### config.mk
export PLATFORM = sky130hd
export DESIGN_NAME = vga_sync_gen
export DESIGN_NICKNAME = d
export VERILOG_FILES = /design/src/rtl/vga_timing_pkg.sv /design/src/rtl/vga_counter_xy.sv /design/src/rtl/vga_sync_gen.sv
export SDC_FILE = /design/constraint.sdc
export NUM_CORES = 1
export LEC_CHECK = 0
export BUFFER_PORTS_ARGS = -buffer_cell sky130_fd_sc_hd__clkbuf_2
export CAP_MARGIN = 40
export CELL_PAD_IN_SITES_DETAIL_PLACEMENT = 0
export CELL_PAD_IN_SITES_GLOBAL_PLACEMENT = 1
export CORE_MARGIN = 2
export CORE_UTILIZATION = 30
export CTS_CLUSTER_DIAMETER = 120
export DETAILED_ROUTE_END_ITERATION = 8
export PLACE_DENSITY_LB_ADDON = 0.08
export SKIP_CTS_REPAIR_TIMING = 1
export SLEW_MARGIN = 40
export SYNTH_ARGS = -nofsm -noshare
export SYNTH_HDL_FRONTEND = slang
export SYNTH_SLANG_ARGS = --single-unit
### constraint.sdc
create_clock -name i_clk -period 2.9 [get_ports i_clk]
set_clock_uncertainty 0.15 [all_clocks]
set_input_delay 0.29 -clock i_clk [delete_from_list [all_inputs] [get_ports i_clk]]
set_output_delay 0.29 -clock i_clk [all_outputs]
set_load 0.1 [all_outputs]
### src/rtl/vga_timing_pkg.sv
// Shared VGA timing constants (640x480 @ 60 Hz defaults) and small decode helpers,
// so sync generation, sprites and background agree on the same active-area bounds.
package vga_timing_pkg;

    typedef logic [15:0] coord_t;

    localparam int H_ACTIVE_DEF = 640;
    localparam int H_FP_DEF     = 16;
    localparam int H_SYNC_DEF   = 96;
    localparam int H_BP_DEF     = 48;
    localparam int V_ACTIVE_DEF = 480;
    localparam int V_FP_DEF     = 10;
    localparam int V_SYNC_DEF   = 2;
    localparam int V_BP_DEF     = 33;

    localparam int H_TOTAL_DEF = H_ACTIVE_DEF + H_FP_DEF + H_SYNC_DEF + H_BP_DEF;
    localparam int V_TOTAL_DEF = V_ACTIVE_DEF + V_FP_DEF + V_SYNC_DEF + V_BP_DEF;

    function automatic logic in_range(input coord_t v, input coord_t lo, input coord_t hi);
        return (v >= lo) && (v < hi);
    endfunction

    function automatic logic sync_level(input logic asserted, input logic pol);
        return asserted ? pol : ~pol;
    endfunction

endpackage

### src/rtl/vga_counter_xy.sv
// Horizontal/vertical raster counter pair; advances on enabled cycles and reports wraps.
module vga_counter_xy
    import vga_timing_pkg::*;
#(
    parameter int H_TOTAL = H_TOTAL_DEF,
    parameter int V_TOTAL = V_TOTAL_DEF
) (
    input  logic   i_clk,
    input  logic   i_rst,
    input  logic   i_ce,
    output coord_t x,
    output coord_t y,
    output logic   line_wrap,
    output logic   frame_wrap
);

    localparam coord_t H_MAX = coord_t'(H_TOTAL - 1);
    localparam coord_t V_MAX = coord_t'(V_TOTAL - 1);

    coord_t x_q, x_d;
    coord_t y_q, y_d;

    // Next-coordinate logic; >= keeps the counters bounded even from a corrupted state.
    always_comb begin
        x_d = x_q;
        y_d = y_q;
        if (i_rst) begin
            x_d = 16'd0;
            y_d = 16'd0;
        end else if (i_ce) begin
            if (x_q >= H_MAX) begin
                x_d = 16'd0;
                if (y_q >= V_MAX) begin
                    y_d = 16'd0;
                end else begin
                    y_d = y_q + 16'd1;
                end
            end else begin
                x_d = x_q + 16'd1;
            end
        end else begin
            x_d = x_q;
            y_d = y_q;
        end
    end

    // Counter state registers.
    always_ff @(posedge i_clk) begin
        x_q <= x_d;
        y_q <= y_d;
    end

    assign x          = x_q;
    assign y          = y_q;
    assign line_wrap  = ~i_rst & i_ce & (x_q >= H_MAX);
    assign frame_wrap = line_wrap & (y_q >= V_MAX);

endmodule

### src/rtl/vga_sync_gen.sv
// VGA timing generator: raster counters, sync/DE decode and a single output register
// stage that keeps hsync/vsync/DE aligned with the blanked RGB.
module vga_sync_gen
    import vga_timing_pkg::*;
#(
    parameter int   H_ACTIVE = H_ACTIVE_DEF,
    parameter int   H_FP     = H_FP_DEF,
    parameter int   H_SYNC   = H_SYNC_DEF,
    parameter int   H_BP     = H_BP_DEF,
    parameter int   V_ACTIVE = V_ACTIVE_DEF,
    parameter int   V_FP     = V_FP_DEF,
    parameter int   V_SYNC   = V_SYNC_DEF,
    parameter int   V_BP     = V_BP_DEF,
    parameter logic SYNC_POL = 1'b0
) (
    input  logic        i_clk,
    input  logic        i_rst,
    input  logic        i_ce,
    input  logic [7:0]  i_red,
    input  logic [7:0]  i_green,
    input  logic [7:0]  i_blue,
    output logic [15:0] o_x,
    output logic [15:0] o_y,
    output logic        o_v_sync,
    output logic        o_hs,
    output logic        o_vs,
    output logic        o_de,
    output logic [7:0]  o_red,
    output logic [7:0]  o_green,
    output logic [7:0]  o_blue,
    output logic        o_frame_start
);

    localparam int H_TOTAL = H_ACTIVE + H_FP + H_SYNC + H_BP;
    localparam int V_TOTAL = V_ACTIVE + V_FP + V_SYNC + V_BP;

    localparam coord_t H_ACT    = coord_t'(H_ACTIVE);
    localparam coord_t V_ACT    = coord_t'(V_ACTIVE);
    localparam coord_t HS_START = coord_t'(H_ACTIVE + H_FP);
    localparam coord_t HS_END   = coord_t'(H_ACTIVE + H_FP + H_SYNC);
    localparam coord_t VS_START = coord_t'(V_ACTIVE + V_FP);
    localparam coord_t VS_END   = coord_t'(V_ACTIVE + V_FP + V_SYNC);

    coord_t x, y;
    logic   line_wrap, frame_wrap;

    vga_counter_xy #(
        .H_TOTAL (H_TOTAL),
        .V_TOTAL (V_TOTAL)
    ) u_counter (
        .i_clk      (i_clk),
        .i_rst      (i_rst),
        .i_ce       (i_ce),
        .x          (x),
        .y          (y),
        .line_wrap  (line_wrap),
        .frame_wrap (frame_wrap)
    );

    logic hs_raw, vs_raw, active;

    assign hs_raw = in_range(x, HS_START, HS_END);
    assign vs_raw = in_range(y, VS_START, VS_END);
    assign active = (x < H_ACT) && (y < V_ACT);

    logic       hs_q, hs_d;
    logic       vs_q, vs_d;
    logic       de_q, de_d;
    logic [7:0] red_q, red_d;
    logic [7:0] green_q, green_d;
    logic [7:0] blue_q, blue_d;
    logic       origin_q, origin_d;

    // Output stage next-state; origin_q tracks "counters sit at 0,0" without a wide compare.
    always_comb begin
        hs_d     = hs_q;
        vs_d     = vs_q;
        de_d     = de_q;
        red_d    = red_q;
        green_d  = green_q;
        blue_d   = blue_q;
        origin_d = origin_q;
        if (i_rst) begin
            hs_d     = ~SYNC_POL;
            vs_d     = ~SYNC_POL;
            de_d     = 1'b0;
            red_d    = 8'h00;
            green_d  = 8'h00;
            blue_d   = 8'h00;
            origin_d = 1'b1;
        end else if (i_ce) begin
            hs_d     = sync_level(hs_raw, SYNC_POL);
            vs_d     = sync_level(vs_raw, SYNC_POL);
            de_d     = active;
            red_d    = active ? i_red   : 8'h00;
            green_d  = active ? i_green : 8'h00;
            blue_d   = active ? i_blue  : 8'h00;
            origin_d = line_wrap ? frame_wrap : 1'b0;
        end else begin
            hs_d     = hs_q;
            vs_d     = vs_q;
            de_d     = de_q;
            red_d    = red_q;
            green_d  = green_q;
            blue_d   = blue_q;
            origin_d = origin_q;
        end
    end

    // Output register stage.
    always_ff @(posedge i_clk) begin
        hs_q     <= hs_d;
        vs_q     <= vs_d;
        de_q     <= de_d;
        red_q    <= red_d;
        green_q  <= green_d;
        blue_q   <= blue_d;
        origin_q <= origin_d;
    end

    assign o_x           = x;
    assign o_y           = y;
    assign o_v_sync      = sync_level(vs_raw, SYNC_POL);
    assign o_hs          = hs_q;
    assign o_vs          = vs_q;
    assign o_de          = de_q;
    assign o_red         = red_q;
    assign o_green       = green_q;
    assign o_blue        = blue_q;
    // Qualified by i_ce so the pulse marks exactly the one enabled cycle at the origin.
    assign o_frame_start = i_ce & ~i_rst & origin_q;

endmodule

==> run metrics, run 1 <==
status=complete, no violations; Ports=88; Internal=1208 uW; effective utilization at floorplan=31.25%; EDFF count, synth=0; hold_ws=0.005957 ns; Nets=378; final WL=6303 um; Post-synth top flop=dfxtp_1; CTS tree=yes; NetSw=593.8 uW; sequential share of the synthesized area=49.23%; Max Clock Freq=0.4203 GHz; Post-Layout Cell Count=453; Startpoint Class=flip-flop; Synth Cell Area=2440 sq um; slack of the worst reg-to-reg path=0.81 ns; post-synthesis mux area share=0.4103%; Flop pwr share=47.9%; DP Cell Count=433; power per cell area=569.9 nW/um^2; DP Area=2954 sq um; Clk network pwr share=36.2%; Tightest Pin Transition=0.5928 ns; Clock Sinks=60; area fraction in compound gates after synthesis=18.26%; post-DR vias/cell=4.733; initial antenna violation count=0; Hold Crit Class=in2reg; Vias=2144; die footprint=8870 sq um; post-synthesis register bit count=60; post-route antenna net violation count=0; library cells used by synthesis=46; GRT overflow=0; flip-flop and latch area=1201 sq um; clock root cell=clkbuf_8; max-cap violation count=0; Longest Clk Path Bufs=2; Worst-Skew Late Latency=0.34 ns; Port Buffer Count=87; DIE HEIGHT=94.18 um; Syn. warnings=0; maximum VDD drop=221.2 uV; vias in the first global route=2001; Hold Vio Cnt, Final=0; Fillers=839; antenna cells=0; initial DRC count=49; Gate Count Post-Synth=253; row cnt=32; Routed wire per std cell=13.91 um; post-route cell area=3162 sq um; DRC viols=0; Setup CP Type=reg2out; main combinational cell family by area after synthesis=simple AND/OR/NAND/NOR gates; Clk pin slew, worst setup/hold paths=0.08 ns; Synth Net Count=285; area delta synth->final=29.59%; post-synthesis adder-cell area fraction=2.564%; Routability Congestion=0.7463; HPWL Detailed=4509 um; XOR/XNOR Fraction of Synth Area=5.026%; Critical Path RT=2.46 ns; average size of a mapped cell=9.644 sq um; TritonRoute pass-1 iters=4; Worst setup EP type=output pin; CP Data Arrival Time=1.94 ns; multi-input logic area=1137 sq um; H-tree levels=3; crit share post-route=82.05%; max-slew violations=0; Max-Slew Margin vs Limit=60.48%; ys async rst share=0%; wire length of the first global-routing pass=9942 um; PnR Total Power=1802 uW; Sum Neg Setup Slack=0 ns; Logic pwr share=15.8%; leak pwr=0.001403 uW; layout cells sized above 1=32.76%; largest net degree at the start of global routing=25; All-Layer GR Usage=14.55%; RSZ-0062 raised after global routing=false; final setup vio count=0; Sw Share=32.95%; simple-gate share of the synthesized area=19.90%; total CTS buffers=9; Die W=94.18 um; core area=7807 sq um; Max Fanout on Critical Path=3; Tmin final=2.379 ns
power by group through the flow:
stage	clock network, uW	registers (uW)	logic, uW
2_1_floorplan	0	1060	59.8
3_3_place_gp	0	882	283
3_5_place_dp	0	883	284
4_1_cts	683	864	284
5_1_grt	717	867	299
6_report	653	864	285
metal layers:
metal  wire [um]  vias up  GRT usage (%)  part of all wire [%]
met1        2926      980          19.27                    46
li1            -     1095              -                     -
met3         409        6          6.019                   6.5
met4          58        0          4.348                  0.92
met2        2908       63          21.55                    46
met5           0        -              0                     0
sequential cells by signal (all words and copies together) (netlist names):
| signal | flops |
|---|---|
| o_vs | 1 |
| o_green | 8 |
| origin_q | 1 |
| o_hs | 1 |
| u_counter.y | 16 |
| o_red | 8 |
| o_de | 1 |
| u_counter.x | 16 |
| o_blue | 8 |
logic make-up (layout without fill, tap and decap cells):
| logic type | after synthesis | after routing |
|---|---|---|
| and+or+nand+nor | 93 | 93 |
| DFF | 60 | 60 |
| AOI/OAI and AO/OA | 59 | 59 |
| buffers and inverters | 21 | 119 |
| xor gates and xnor gates | 14 | 14 |
| adders and majority gates | 5 | 5 |
| muxes | 1 | 1 |
layout make-up:
class | instances | share of cell area (%)
clock buffer | 9 | 3.918
clock inverter | 7 | 1.385
inverter | 10 | 1.187
multi-input combinational | 172 | 35.97
sequential | 60 | 37.99
tap | 102 | 4.036
timing repair buffer | 93 | 15.51
worst paths after layout:
path / from / endpoint / cells past startpoint
worst max-delay path: u_counter.y[11] / o_v_sync / 5
worst min-delay path: i_blue[5] / o_blue[5] / 2
worst min register to register: o_de / o_de / 2
worst max register to register: u_counter.x[0] / u_counter.y[4] / 6
cell usage after synthesis (2+ instances only):
library cell,count,area [sq um]
buf_8,2,30.03
xor2_1,6,52.55
a22o_1,24,210.2
o21a_1,2,15.01
a21o_1,2,15.01
nand2_1,16,60.06
a21oi_1,11,55.05
nand3b_1,2,15.01
and3_2,2,15.01
nor2b_1,3,18.77
dfxtp_1,60,1201
o2bb2ai_1,2,17.52
nand4_1,5,31.28
o32ai_1,3,26.28
nand3_1,7,35.03
nor2_1,29,108.9
inv_1,10,37.54
buf_1,2,7.510
ha_1,5,62.56
nor3_1,5,25.02
o21ai_2,2,17.52
o2111ai_1,2,17.52
buf_2,2,10.01
or3_1,5,31.28
and2_1,6,37.54
xnor2_1,8,70.07
clkbuf_1,3,11.26
and3_1,3,18.77
nor4_1,2,12.51
o21ai_0,6,30.03
critical path, cell delays in order, from the launching register on:
cell and delay (ns):
dfxtp_1 0.32, nor4_1 0.26, nand2_1 0.14, nor2_1 0.27, o2111ai_2 0.19, clkbuf_2 0.41
per-stage QoR:
step           setup slack, ns  util, %
2_1_floorplan          0.06417        -
3_3_place_gp            0.7575    37.84
3_5_place_dp            0.7796    37.84
4_1_cts                 0.4947    39.98
5_1_grt                 0.3764    40.50
6_report                0.5205    40.50
cells in the final DEF, fill, tap and decap left out, types with 3 or more instances in the layout:
master          n
nor3_1          4
dfxtp_1        60
and2_1          6
and3_1          3
a22o_1         24
o32ai_1         3
nor2_1         29
clkbuf_8        9
inv_1          10
nand4_1         5
xor2_1          6
clkinv_2        4
a21oi_1        11
o21ai_0         6
or3_1           5
ha_1            5
xnor2_1         8
dlygate4sd3_1   4
nand3_1         7
clkbuf_2       87
nor2b_1         3
nand2_1        16
Power figures use the tool's default switching activity.
==> run 2, diff against run 1 <==
==> constraint.sdc (replaced) <==
create_clock -name i_clk -period 2.4 [get_ports i_clk]
set_clock_uncertainty 0.15 [all_clocks]
set_input_delay 0.24 -clock i_clk [delete_from_list [all_inputs] [get_ports i_clk]]
set_output_delay 0.24 -clock i_clk [all_outputs]
set_load 0.1 [all_outputs]
==> run metrics, run 2 (synthesis gave the netlist of run 1 again) <==
post-DR vias/cell=4.650 (-1.8%); final core occ=44.10% (+3.6 points); layout cells sized above 1=33.33% (+0.57 points); Startpoint Class=flip-flop; Longest Clk Path Bufs=2 (unchanged); Max Clock Freq=0.4577 GHz; vias in the first global route=1886 (-5.7%); final WL=6467 um (+2.6%); Tmin final=2.185 ns; DIE HEIGHT=94.18 um (unchanged); largest net degree at the start of global routing=25 (unchanged); core area=7807 sq um (unchanged); HPWL Detailed=4545 um (+0.80%); hold_sp=i_rst; TritonRoute pass-1 iters=4 (unchanged); Post-Layout Cell Count=477 (+5.3%); Critical Path, Cell by Cell=nor4_1, nand2_1, nor2_2, o2111ai_4, buf_2; Clk pin slew, worst setup/hold paths=0.07 ns (about the same); slack of the worst reg-to-reg path=0.46 ns (-0.35 ns); commonest cells after routing, fill and taps aside=86 x clkbuf_2, 55 x dfxtp_1, 28 x nor2_1, 24 x a22o_1, 24 x dlygate4sd3_1; max-slew violations=0 (unchanged); total CTS buffers=9 (unchanged); H-tree levels=3 (unchanged); initial antenna violation count=0 (unchanged); GRT overflow=0 (unchanged); RR Endpoint=o_red[4]; post-route antenna net violation count=0 (unchanged); Worst-Skew Late Latency=0.34 ns (about the same); Routability Congestion=0.8049 (+7.9%); slowest cell on the critical path=dfxtp_1; initial DRC count=64 (+31%); Critical Path Source=u_counter.y[11]; Clock Sinks=60 (unchanged); All-Layer GR Usage=14.21% (-0.34 points); clock root cell=clkbuf_8; effective utilization at floorplan=31.25% (unchanged); CTS tree=yes; row cnt=32 (unchanged); status=complete, no violations; r2r startpoint=u_counter.x[11]; Sum Neg Setup Slack=0 ns (unchanged); Max-Slew Margin vs Limit=62.52% (+2.0 points); RSZ-0062 raised after global routing=false; Worst setup EP type=output pin; area delta synth->final=41.13%; Hold Vio Cnt, Final=0 (unchanged); DRC viols=0 (unchanged); Vias=2218 (+3.5%); antenna cells=0 (unchanged); final worst slack=0.2150 ns (-0.3056 ns); Setup CP Type=reg2out; Ports=88 (unchanged); crit share post-route=91.04%; max-cap violation count=0 (unchanged); Worst Reg-to-Reg Cells=6 (unchanged); final setup vio count=0 (unchanged); DP Cell Count=437 (+0.92%); wire length of the first global-routing pass=9597 um (-3.5%); Critical Path RT=2.01 ns (-0.45 ns); maximum VDD drop=231.4 uV (+4.6%); Place WS=0.3917 ns (-0.3879 ns); Routed wire per std cell=13.56 um (-2.6%); Max Fanout on Critical Path=3 (unchanged); most common cell after layout, fill and taps aside=clkbuf_2; Hold Crit Class=in2reg; CP Data Arrival Time=1.80 ns (-0.14 ns); die footprint=8870 sq um (unchanged); Nets=402 (+6.3%); Critical Path Sink=o_v_sync; leak pwr=0.001527 uW (+8.8%); Die W=94.18 um (unchanged); power per cell area=677.6 nW/um^2 (+19%); Port Buffer Count=87 (unchanged); Worst path max stage delay=0.33 ns (-0.08 ns); Tightest Pin Transition=0.5646 ns (-0.02820 ns)
-- run 2: cell count changes in the layout (fill, tap and decap cells not counted), moves of 2 or more --
cell and change:
dlygate4sd3_1 +20, dfxtp_1 -5, dfxtp_2 +5, buf_4 +4, clkinv_2 -2, clkinv_4 +2, clkinvlp_4 -2
-- run 2: layer usage --
layer	part of all wire [%]	global-route usage, %	up-vias
met2	46	20.42	44
met3	4.1	3.531	9
li1	-	-	1138
met1	48	19.56	1027
met5	0	0	-
met4	1.7	7.246	0
-- run 2: where the power goes --
| part | total [uW] | internal [uW] | leakage [uW] | switching (uW) |
|---|---|---|---|---|
| Combinational | 375 | 90.3 | 0.000932 | 285 |
| Clock | 913 | 484 | 0.000104 | 429 |
| Sequential | 1050 | 1030 | 0.000491 | 18.7 |
-- run 2: cell type report --
cell class                      count  area (sq um)
Timing Repair Buffer              117         720.7
Sequential cell                    60          1207
Tap cell                          102         127.6
Clock buffer                        9         123.9
Multi-Input combinational cell    172          1151
Clock inverter                      7         75.07
Fill cell                         831          4364
Inverter                           10         37.54
-- run 2: worst min path at each step --
stage / endpoint / slack (ns) / depth (start not counted)
4_1_cts: o_blue[4] / -0.07 / 2
2_1_floorplan: o_blue[0] / 0.22 / 1
5_1_grt: o_de / 0.03 / 2
6_report: o_de / 0.03 / 2
3_3_place_gp: o_blue[5] / 0.30 / 2
3_5_place_dp: o_green[4] / 0.31 / 2
-- run 2: through the flow --
step	hold WS [ns]	cell area, sq um	total power [uW]
after detailed placement	0.3051	3002	1415
after floorplan	0.2157	2469	1348
after CTS	-0.06557	3201	2340
after global placement	0.3006	3002	1413
after global routing	0.03050	3443	2430
final	0.02500	3443	2333
-- run 2: worst max-delay path, delay by kind of cell (launching register included) --
kind / cells / cell delay (ns)
AND/OR/NAND/NOR: 3 / 0.64
flip-flops: 1 / 0.33
buffers and inverters: 1 / 0.33
AO/OA/AOI/OAI: 1 / 0.16
==> run 3, diff against run 2 <==
--- a/config.mk
+++ b/config.mk
@@ -14,7 +14,6 @@
 export CTS_CLUSTER_DIAMETER = 120
 export DETAILED_ROUTE_END_ITERATION = 8
 export PLACE_DENSITY_LB_ADDON = 0.08
-export SKIP_CTS_REPAIR_TIMING = 1
 export SLEW_MARGIN = 40
 export SYNTH_ARGS = -nofsm -noshare
 export SYNTH_HDL_FRONTEND = slang
==> constraint.sdc (replaced) <==
create_clock -name i_clk -period 1.8 [get_ports i_clk]
set_clock_uncertainty 0.15 [all_clocks]
set_input_delay 0.18 -clock i_clk [delete_from_list [all_inputs] [get_ports i_clk]]
set_output_delay 0.18 -clock i_clk [all_outputs]
set_load 0.1 [all_outputs]
==> run metrics, run 3 (synthesis gave the netlist of run 1 again) <==
status=finished, violations left; Hold EP=o_hs; Cells on Worst Hold Path=3 (+1); Clock Sinks=60 (unchanged); RR Endpoint=u_counter.y[4]; Worst-Skew Late Latency=0.34 ns (about the same); Worst setup EP type=output pin; DIE HEIGHT=94.18 um (unchanged); Max-Slew Margin vs Limit=62.89% (+0.37 points); Routability Congestion=0.7739 (-3.9%); Die W=94.18 um (unchanged); initial DRC count=95 (+48%); slack of the worst reg-to-reg path=-0.02 ns (-0.48 ns); maximum VDD drop=329.9 uV (+43%); antenna cells=0 (unchanged); Logic pwr share=17.3% (+1.2 points); wire length of the first global-routing pass=11000 um (+15%); max-cap violation count=0 (unchanged); PnR Total Power=3061 uW (+31%); Fillers=745 (-10%); Startpoint Class=flip-flop; leak pwr=0.001693 uW (+11%); TritonRoute pass-1 iters=4 (unchanged); final WL=6992 um (+8.1%); vias in the first global route=2178 (+15%); crit share post-route=104.7%; total CTS buffers=9 (unchanged); effective utilization at floorplan=31.25% (unchanged); Vias=2322 (+4.7%); CTS tree=yes; die footprint=8870 sq um (unchanged); DRC viols=0 (unchanged); NetSw=1004 uW (+37%); Longest Clk Path Bufs=2 (unchanged); clock root cell=clkbuf_8; Worst Reg-to-Reg Cells=8 (+2); slowest cell on the critical path=dfxtp_4; most common cell after layout, fill and taps aside=clkbuf_2; max-slew violations=0 (unchanged); Place WS=0.02009 ns (-0.3716 ns); Worst path max stage delay=0.35 ns (+0.02 ns); Setup CP Type=reg2out; power per cell area=780.9 nW/um^2 (+15%); Critical Path RT=1.47 ns (-0.54 ns); Port Buffer Count=87 (unchanged); Post-Layout Cell Count=500 (+4.8%); Hold Crit Class=in2reg; commonest cells after routing, fill and taps aside=85 x clkbuf_2, 28 x dfxtp_1, 28 x dfxtp_4, 26 x nor2_1; All-Layer GR Usage=16.07% (+1.9 points); largest net degree at the start of global routing=25 (unchanged); final setup vio count=2 (+2); Routed wire per std cell=13.98 um (+3.1%); Hold Vio Cnt, Final=0 (unchanged); Tmin final=1.884 ns; largest delay contributor family on the critical path=simple AND/OR/NAND/NOR gates; initial antenna violation count=0 (unchanged); Nets=425 (+5.7%); CP Buf/Inv Count=1 (unchanged); post-route antenna net violation count=0 (unchanged); final worst slack=-0.08420 ns (-0.2992 ns); failing checks=setup timing; core area=7807 sq um (unchanged); post-route cell area=3920 sq um (+14%); row cnt=32 (unchanged); r2r startpoint=u_counter.y[14]; area delta synth->final=60.67%; Sw Share=32.81% (+1.4 points); DP Area=3304 sq um (+10%); Max Fanout on Critical Path=2 (-1); DP Cell Count=451 (+3.2%); layout cells sized above 1=48.24% (+15 points); post-DR vias/cell=4.644 (-0.13%); H-tree levels=3 (unchanged); Ports=88 (unchanged); Clk pin slew, worst setup/hold paths=0.07 ns (about the same); Clk network pwr share=38.5% (-0.6 points); HPWL Detailed=4839 um (+6.5%); RSZ-0062 raised after global routing=true; Tightest Pin Transition=0.5590 ns (-0.005581 ns); Max Clock Freq=0.5307 GHz; Critical Path, Cell by Cell=nor4_2, nand2_1, nor2_4, o2111ai_4, buf_12; hold_sp=i_ce; CP Data Arrival Time=1.55 ns (-0.25 ns); GRT overflow=0 (unchanged); Flop pwr share=44.2% (-0.6 points); Sum Neg Setup Slack=-0.1036 ns (-0.1036 ns); Internal=2057 uW (+28%)
[run 3: cell types whose count changed in the layout (fill, tap and decap cells not counted), sizes merged]
| cell | before | now |
|---|---|---|
| buf | 7 | 31 |
| bufinv | 1 | 0 |
[run 3: cell type report]
class / count / area, sq um / share of cell area (%)
clock buffers: 10 / 148.9 / 3.798
clock inverters: 6 / 45.04 / 1.149
inverters: 10 / 37.54 / 0.9575
multi-input cells: 172 / 1286 / 32.81
flip-flops and latches: 60 / 1311 / 33.45
well taps: 102 / 127.6 / 3.256
repair buffers: 140 / 963.4 / 24.58
[run 3: worst max-delay path by stage]
| stage | start | endpoint | cells past startpoint |
|---|---|---|---|
| 2_1_floorplan | u_counter.y[11] | o_vs | 5 |
| 3_3_place_gp | u_counter.y[11] | o_red[4] | 6 |
| 3_5_place_dp | u_counter.x[14] | origin_q | 6 |
| 4_1_cts | u_counter.y[14] | o_v_sync | 5 |
| 5_1_grt | u_counter.y[14] | o_v_sync | 5 |
| 6_report | u_counter.y[14] | o_v_sync | 5 |
[run 3: tightest hold or removal path: stages]
cell and delay, ns:
clkbuf_2 0.11, nand4_1 0.15, nand3b_1 0.08
[run 3: through the flow]
step	utilization, %	hold WS, ns
3_3_place_gp	42.32	0.2403
3_5_place_dp	42.32	0.2457
5_1_grt	50.21	0.1218
4_1_cts	48.51	0.06573
2_1_floorplan	-	0.1557
6_report	50.21	0.08422
[run 3: metal layers]
layer / wire [um] / global-route usage, %
met4: 103 / 6.159
met1: 3320 / 21.36
met3: 257 / 4.655
met2: 3310 / 24.52
met5: 0 / 0
[run 3: power by group through the flow]
stage / registers [uW] / logic, uW / clock network (uW)
floorplan: 1660 / 99.8 / 0
global placement: 1380 / 485 / 0
CTS: 1350 / 530 / 1220
global route: 1360 / 553 / 1280
detailed placement: 1380 / 487 / 0
finish: 1350 / 529 / 1180
[run 3: timing repair]
action,4_1_cts,5_1_grt
pin swaps,3,13
setup buffers,4,5
hold buffers,24,0
resized for setup,3,22
hold endpoints to repair,24,0
setup endpoints to repair,2,39
